<file path="src/rtl/itype_encoder_if.sv">
// Handshake bundle between a field source and the I-type encoder:
// decoded fields in, encoded instruction words with byte addresses out.
interface itype_encoder_if #(
    parameter int ADDR_W = 10
);
    logic              in_valid;
    logic              in_ready;
    logic [4:0]        rd;
    logic [4:0]        rs1;
    logic [2:0]        funct3;
    logic [31:0]       imm;
    logic              out_valid;
    logic              out_ready;
    logic [31:0]       out_word;
    logic [ADDR_W-1:0] out_addr;
    logic              err;
    logic              busy;

    modport master (
        output in_valid, rd, rs1, funct3, imm, out_ready,
        input  in_ready, out_valid, out_word, out_addr, err, busy
    );

    modport slave (
        input  in_valid, rd, rs1, funct3, imm, out_ready,
        output in_ready, out_valid, out_word, out_addr, err, busy
    );
endinterface

</file>
<file path="src/rtl/itype_encoder.sv">
// Sequential OP-IMM instruction encoder: one word per bundle, or a LUI+ADDI pair
// when an x0-based ADDI immediate needs more than 12 signed bits.
module itype_encoder #(
    parameter int                ADDR_W    = 10,
    parameter logic [ADDR_W-1:0] BASE_ADDR = {ADDR_W{1'b0}}
) (
    input  logic           clk,
    input  logic           rst,
    itype_encoder_if.slave bus
);
    localparam logic [6:0]        OP_IMM = 7'b0010011;
    localparam logic [6:0]        OP_LUI = 7'b0110111;
    localparam logic [ADDR_W-1:0] STEP   = ADDR_W'(4);

    typedef enum logic [1:0] {
        IDLE   = 2'd0,
        SINGLE = 2'd1,
        HI     = 2'd2,
        LO     = 2'd3
    } state_t;

    state_t            state_r;
    logic              out_valid_r;
    logic [31:0]       out_word_r;
    logic [ADDR_W-1:0] out_addr_r;
    logic [ADDR_W-1:0] addr_r;
    logic              err_r;
    logic [11:0]       imm_lo_r;
    logic [4:0]        rd_lat_r;

    logic              fits_s;
    logic              pair_ok_s;
    logic [19:0]       hi_s;

    function automatic logic [31:0] enc_itype(input logic [11:0] imm12, input logic [4:0] rs,
                                              input logic [2:0] f3, input logic [4:0] rd);
        return {imm12, rs, f3, rd, OP_IMM};
    endfunction

    function automatic logic [31:0] enc_utype(input logic [19:0] imm20, input logic [4:0] rd);
        return {imm20, rd, OP_LUI};
    endfunction

    // Range test and upper-half rounding: the ADDI sign-extends its low 12 bits,
    // so bit 11 is carried into the LUI half.
    always_comb begin
        fits_s    = (&bus.imm[31:11]) | ~(|bus.imm[31:11]);
        pair_ok_s = (bus.funct3 == 3'd0) && (bus.rs1 == 5'd0);
        hi_s      = bus.imm[31:12] + {19'd0, bus.imm[11]};
    end

    assign bus.in_ready  = (state_r == IDLE) && !rst;
    assign bus.busy      = (state_r != IDLE);
    assign bus.out_valid = out_valid_r;
    assign bus.out_word  = out_word_r;
    assign bus.out_addr  = out_addr_r;
    assign bus.err       = err_r;

    // Encoder FSM with registered word, address and error outputs.
    always_ff @(posedge clk or posedge rst) begin
        if (rst) begin
            state_r     <= IDLE;
            out_valid_r <= 1'b0;
            out_word_r  <= 32'h0000_0000;
            out_addr_r  <= BASE_ADDR;
            addr_r      <= BASE_ADDR;
            err_r       <= 1'b0;
            imm_lo_r    <= 12'h000;
            rd_lat_r    <= 5'd0;
        end else begin
            err_r <= 1'b0;
            case (state_r)
                IDLE: begin
                    if (bus.in_valid) begin
                        if (fits_s) begin
                            out_word_r  <= enc_itype(bus.imm[11:0], bus.rs1, bus.funct3, bus.rd);
                            out_addr_r  <= addr_r;
                            out_valid_r <= 1'b1;
                            state_r     <= SINGLE;
                        end else if (pair_ok_s) begin
                            out_word_r  <= enc_utype(hi_s, bus.rd);
                            out_addr_r  <= addr_r;
                            out_valid_r <= 1'b1;
                            imm_lo_r    <= bus.imm[11:0];
                            rd_lat_r    <= bus.rd;
                            state_r     <= HI;
                        end else begin
                            err_r <= 1'b1;
                        end
                    end else begin
                        out_valid_r <= 1'b0;
                    end
                end
                SINGLE: begin
                    if (bus.out_ready) begin
                        addr_r      <= addr_r + STEP;
                        out_valid_r <= 1'b0;
                        state_r     <= IDLE;
                    end else begin
                        out_valid_r <= 1'b1;
                    end
                end
                HI: begin
                    if (bus.out_ready) begin
                        addr_r     <= addr_r + STEP;
                        out_addr_r <= addr_r + STEP;
                        out_word_r <= enc_itype(imm_lo_r, rd_lat_r, 3'b000, rd_lat_r);
                        state_r    <= LO;
                    end else begin
                        out_valid_r <= 1'b1;
                    end
                end
                LO: begin
                    if (bus.out_ready) begin
                        addr_r      <= addr_r + STEP;
                        out_valid_r <= 1'b0;
                        state_r     <= IDLE;
                    end else begin
                        out_valid_r <= 1'b1;
                    end
                end
                default: begin
                    out_valid_r <= 1'b0;
                    state_r     <= IDLE;
                end
            endcase
        end
    end
endmodule
</file>
<file path="src/flat_wrapper.sv">
// flat-port wrapper written by rule: the top's interface ports become plain ports
module itype_encoder_flat 
#(
    parameter int                ADDR_W    = 10,
    parameter logic [ADDR_W-1:0] BASE_ADDR = {ADDR_W{1'b0}}
)
  (clk, rst, bus_in_valid, bus_rd, bus_rs1, bus_funct3, bus_imm, bus_out_ready, bus_in_ready, bus_out_valid, bus_out_word, bus_out_addr, bus_err, bus_busy);
  itype_encoder_if #(.ADDR_W(ADDR_W)) bus_i ();
  input  logic clk;
  input  logic rst;
  input wire logic [$bits(bus_i.in_valid)-1:0] bus_in_valid;
  input wire logic [$bits(bus_i.rd)-1:0] bus_rd;
  input wire logic [$bits(bus_i.rs1)-1:0] bus_rs1;
  input wire logic [$bits(bus_i.funct3)-1:0] bus_funct3;
  input wire logic [$bits(bus_i.imm)-1:0] bus_imm;
  input wire logic [$bits(bus_i.out_ready)-1:0] bus_out_ready;
  output wire logic [$bits(bus_i.in_ready)-1:0] bus_in_ready;
  output wire logic [$bits(bus_i.out_valid)-1:0] bus_out_valid;
  output wire logic [$bits(bus_i.out_word)-1:0] bus_out_word;
  output wire logic [$bits(bus_i.out_addr)-1:0] bus_out_addr;
  output wire logic [$bits(bus_i.err)-1:0] bus_err;
  output wire logic [$bits(bus_i.busy)-1:0] bus_busy;
  assign bus_i.in_valid = bus_in_valid;
  assign bus_i.rd = bus_rd;
  assign bus_i.rs1 = bus_rs1;
  assign bus_i.funct3 = bus_funct3;
  assign bus_i.imm = bus_imm;
  assign bus_i.out_ready = bus_out_ready;
  assign bus_in_ready = bus_i.in_ready;
  assign bus_out_valid = bus_i.out_valid;
  assign bus_out_word = bus_i.out_word;
  assign bus_out_addr = bus_i.out_addr;
  assign bus_err = bus_i.err;
  assign bus_busy = bus_i.busy;
  itype_encoder #(.ADDR_W(ADDR_W), .BASE_ADDR(BASE_ADDR)) u_core (.clk(clk), .rst(rst), .bus(bus_i));
endmodule
</file>
<file path="config.mk">
export PLATFORM = sky130hd
export DESIGN_NAME = itype_encoder_flat
export DESIGN_NICKNAME = d
export VERILOG_FILES = /design/src/rtl/itype_encoder_if.sv /design/src/rtl/itype_encoder.sv /design/src/flat_wrapper.sv
export SDC_FILE = /design/constraint.sdc
export NUM_CORES = 1
export LEC_CHECK = 0
export ABC_AREA = 0
export BUFFER_PORTS_ARGS = -buffer_cell sky130_fd_sc_hd__buf_2
export CAP_MARGIN = 30
export CORE_ASPECT_RATIO = 1.4
export CORE_UTILIZATION = 51
export DETAILED_ROUTE_END_ITERATION = 6
export GPL_ROUTABILITY_DRIVEN = 0
export PLACE_DENSITY = 0.82
export SLEW_MARGIN = 20
export SYNTH_ARGS = -nofsm -noshare
export SYNTH_HDL_FRONTEND = slang
export SYNTH_SLANG_ARGS = --single-unit
export TNS_END_PERCENT = 100
</file>
<file path="constraint.sdc">
create_clock -name clk -period 2.38 [get_ports clk]
set_input_delay 0.238 -clock clk [delete_from_list [all_inputs] [get_ports clk]]
set_output_delay 0.238 -clock clk [all_outputs]
set_load 0.03 [all_outputs]
</file>
==> Flow_metrics.wiki <==
{| class="wikitable"
! Metric !! Value
|-
| Largest fanout of any net on the critical path || 27
|-
| Net switching power figure || 2150 uW
|-
| Highest-delay cell along the critical path || o41ai_2
|-
| Count of H-tree levels built during CTS || 3
|-
| Total power || 4720 uW
|-
| Syn Std Cell Area || 3480 sq um
|-
| DR vias/cell || 5.62
|-
| Final count of hold timing violations || 0
|-
| Cell variety after synth || 48
|-
| I/O pin count || 95
|-
| Top cell by count, worst path || a21oi_1
|-
| Part of the cycle the worst path needs || 0.898
|-
| Average wire per cell in the routed design || 16.2 um
|-
| Cell-by-cell trace of the critical path || nor2_1 -> inv_1 -> o41ai_2 -> buf_4 -> a21oi_1 -> a21oi_1
|-
| Sequential Power Share || 0.355
|-
| Overflow left after global routing || 0
|-
| Worst-case register-to-register setup slack || 0.24 ns
|-
| Number of setup buffers added after CTS || 0
|-
| Area of the core || 6610 sq um
|-
| Resized cells post-CTS || 0
|-
| Pin count of the biggest net entering global routing || 30
|-
| Synthesized flop and latch total || 64
|-
| Count of clock tree sinks || 64
|-
| Post-route clock skew || 0.00858 ns
|-
| Placed cell area || 4050 sq um
|-
| Average cell area after synthesis || 9.71 sq um
|-
| Number of setup violations in the final report || 0
|-
| Primary FF master, synth || dfrtp_1
|-
| Aggregate global-route resource usage || 0.273
|-
| Synth async-reset ratio || 1.00
|-
| # nets final || 510
|-
| Area added between synthesis and finish || 21.2%
|-
| Rows || 35
|-
| Initial core utilization || 0.527
|-
| Maximum buffer depth of the clock tree || 2
|-
| Reported leakage power || 0.00199 uW
|-
| Share of total power in the clock network || 0.168
|-
| Detailed Route Iter0 Violations || 288
|-
| Cell Int Power || 2570 uW
|-
| First-pass GRT wire length || 14800 um
|-
| Crit start category || register
|-
| Fin util || 0.639
|-
| Antenna Nets Post-Route || 0
|-
| Num CTS Buffers || 9
|-
| Clock Pin Slew Worst Setup and Hold Paths || 0.07 ns
|-
| Worst slew margin relative to its limit || 0.469
|-
| Power density of the placed cells || 1120 nW/um^2
|-
| Routed vias || 3104
|-
| Share of total power consumed by net switching || 0.456
|-
| Max incr delay on CP || 0.52 ns
|-
| Worst Hold Launch || bus_imm[6]
|-
| Launch point of the worst path || u_core.state_r[1]$_DFFE_PP0P_
|-
| Pin slew with the least headroom to its limit || 0.793 ns
|-
| Max Slew Vio Count || 0
|-
| Number of max-capacitance violations reported || 0
|-
| Gate power share || 0.477
|-
| CP Class || register to register
|-
| Final critical delay including setup and external delays || 2.14 ns
|-
| Seq/Total Area, Yosys || 0.460
|-
| Storage cell area || 1600 sq um
|-
| Final routed wirelength across all metal layers || 8930 um
|-
| Ratio of cells with drive above 1 in the final layout || 0.330
|-
| Width of the die || 71.9 um
|-
| Type of element capturing the critical path || register
|-
| DRC violations left || 0
|-
| TritonCTS clock tree || built
|-
| VDD IR-drop max || 0.646 mV
|-
| Yosys warning count || 0
|-
| Antenna cell count || 0
|-
| Multi-input gate area in the final layout || 1730 sq um
|-
| Launch instance of the worst register-to-register path || u_core.state_r[1]$_DFFE_PP0P_
|-
| Pre-Repair DR Iteration Count || 6
|-
| Critical path data arrival time || 2.41 ns
|-
| Number of antenna violations at the first check in global routing || 0
|-
| Clock root cell || clkbuf_8
|-
| Fill cell instance count of the final layout || 553
|-
| Clock latency of the later-clocked register in the worst-skew pair || 0.35 ns
|-
| Run status || complete, no violations
|-
| Worst min-delay path class || input pin to register
|-
| Highest attainable clock frequency || 468 MHz
|-
| Half-perimeter wire length of the detailed placement result || 6730 um
|-
| Number of global-route vias before repair || 3033
|-
| Worst endpoint required time || 2.66 ns
|-
| Vertical die dimension || 99.8 um
|-
| Hold buffers post-CTS || 1
|-
| Post-synth EDFFs || 0
|-
| Die Area || 7170 sq um
|-
| Number of input and output port buffers inserted || 90
|-
| Setup repair after global routing missed its margin || no
|-
| Layout Cell Area excl Fill || 4220 sq um
|-
| Gate Count Post-Synth || 359
|-
| Total Negative Setup Slacks || 0 ns
|}
-- layout by cell type (no fill, tap or decap), types with 4 or more instances in the layout --
cell type,netlist,final
buf_2,3,90
a211oi_1,7,7
xor2_1,10,10
nand4_1,5,5
mux2_4,9,9
clkbuf_8,0,10
buf_4,7,16
nor2_1,42,41
conb_1,1,4
o31ai_1,7,7
o211ai_1,4,4
mux2_2,10,10
ha_1,4,4
a31oi_1,8,8
nand3_1,16,16
nor4_1,7,7
nor3_1,4,4
xnor2_1,20,20
inv_1,9,8
o21ai_0,17,17
nand2_1,44,44
a21oi_1,18,18
dfrtp_1,64,64
-- power groups by stage --
stage / sequential, uW / clock [uW] / combinational (uW)
detailed placement: 1700 / 0 / 2240
floorplan: 2200 / 0 / 1050
global placement: 1680 / 0 / 2180
CTS: 1680 / 807 / 2250
global route: 1720 / 867 / 2440
finish: 1680 / 793 / 2250
-- registers in the layout, summed over array words and instances (netlist names) --
name and flops:
u_core.imm_lo_r 12, u_core.bus.out_addr 8, u_core.bus.out_word 27, u_core.addr_r 8
u_core.bus.err 1, u_core.rd_lat_r 5, u_core.state_r 2, u_core.bus.out_valid 1
-- layout make-up --
| class | instances | area share |
|---|---|---|
| Clock inverter | 4 | 0.00533 |
| Tap cell | 92 | 0.0273 |
| Sequential cell | 64 | 0.379 |
| Multi-Input combinational cell | 266 | 0.410 |
| Timing Repair Buffer | 107 | 0.137 |
| Inverter | 9 | 0.00800 |
| Clock buffer | 10 | 0.0326 |
-- routing by layer --
metal	vias to the layer above	global-route usage	wire, um	part of all wire
met5	-	0	0	0
met1	1499	0.339	3600	0.40
met3	20	0.0602	504	0.056
li1	1448	-	-	-
met4	0	0.110	257	0.029
met2	137	0.458	4570	0.51
-- critical path: cells and delay by family (launching register included) --
kind	cells	cell delay (ns)
and+or+nand+nor	1	0.30
AOI/OAI and AO/OA	3	0.75
buffers and inverters	2	0.57
DFF	1	0.45
-- logic make-up after synthesis --
group | after synthesis | synth area share
other | 1 | 0.00108
AO/OA/AOI/OAI | 74 | 0.138
buffers and inverters | 32 | 0.0495
adder cells (fa/ha/maj) | 4 | 0.0144
flip-flops | 64 | 0.460
AND/OR/NAND/NOR | 132 | 0.182
XOR/XNOR | 30 | 0.0754
multiplexers | 22 | 0.0797
-- stage by stage --
| step | hold slack, ns | std cells | setup WS (ns) |
|---|---|---|---|
| after global placement | 0.310 | 537 | 0.125 |
| after CTS | 0.132 | 552 | 0.245 |
| after global routing | 0.134 | 552 | 0.138 |
| final | 0.139 | 552 | 0.242 |
| after detailed placement | 0.310 | 537 | 0.0595 |
| after floorplan | 0.333 | 362 | 0.142 |
-- cell usage after synthesis (2+ instances only) --
| cell type | number | area, sq um |
|---|---|---|
| mux2i_1 | 3 | 30.0 |
| a31oi_1 | 8 | 50.1 |
| mux2_2 | 10 | 113 |
| xor2_1 | 10 | 87.6 |
| nand2_1 | 44 | 165 |
| a211o_1 | 2 | 17.5 |
| nand3_1 | 16 | 80.1 |
| or4_1 | 2 | 15.0 |
| nor3_1 | 4 | 20.0 |
| nand4_1 | 5 | 31.3 |
| buf_4 | 7 | 52.6 |
| buf_6 | 3 | 33.8 |
| buf_2 | 3 | 15.0 |
| dfrtp_1 | 64 | 1600 |
| ha_1 | 4 | 50.1 |
| inv_1 | 9 | 33.8 |
| xnor2_1 | 20 | 175 |
| a21oi_1 | 18 | 90.1 |
| o21ai_0 | 17 | 85.1 |
| nor4_1 | 7 | 43.8 |
| o211ai_1 | 4 | 30.0 |
| or2_2 | 3 | 18.8 |
| clkbuf_1 | 10 | 37.5 |
| a211oi_1 | 7 | 52.6 |
| o31ai_1 | 7 | 52.6 |
| mux2_4 | 9 | 135 |
| nor2_1 | 42 | 158 |
-- path summary, 6_finish.rpt --
check | cells after the start | end
setup / recovery | 6 | u_core.bus.out_word[30]$_DFFE_PP0P_
hold / removal | 2 | u_core.imm_lo_r[6]$_DFFE_PP0P_
setup reg to reg | 6 | u_core.bus.out_word[30]$_DFFE_PP0P_
hold reg to reg | 2 | u_core.bus.out_addr[6]$_DFFE_PP0P_
max in group asynchronous | 4 | u_core.rd_lat_r[2]$_DFFE_PP0P_
min in group asynchronous | 3 | u_core.addr_r[8]$_DFFE_PP0P_
(Power assumes the default switching activity.)
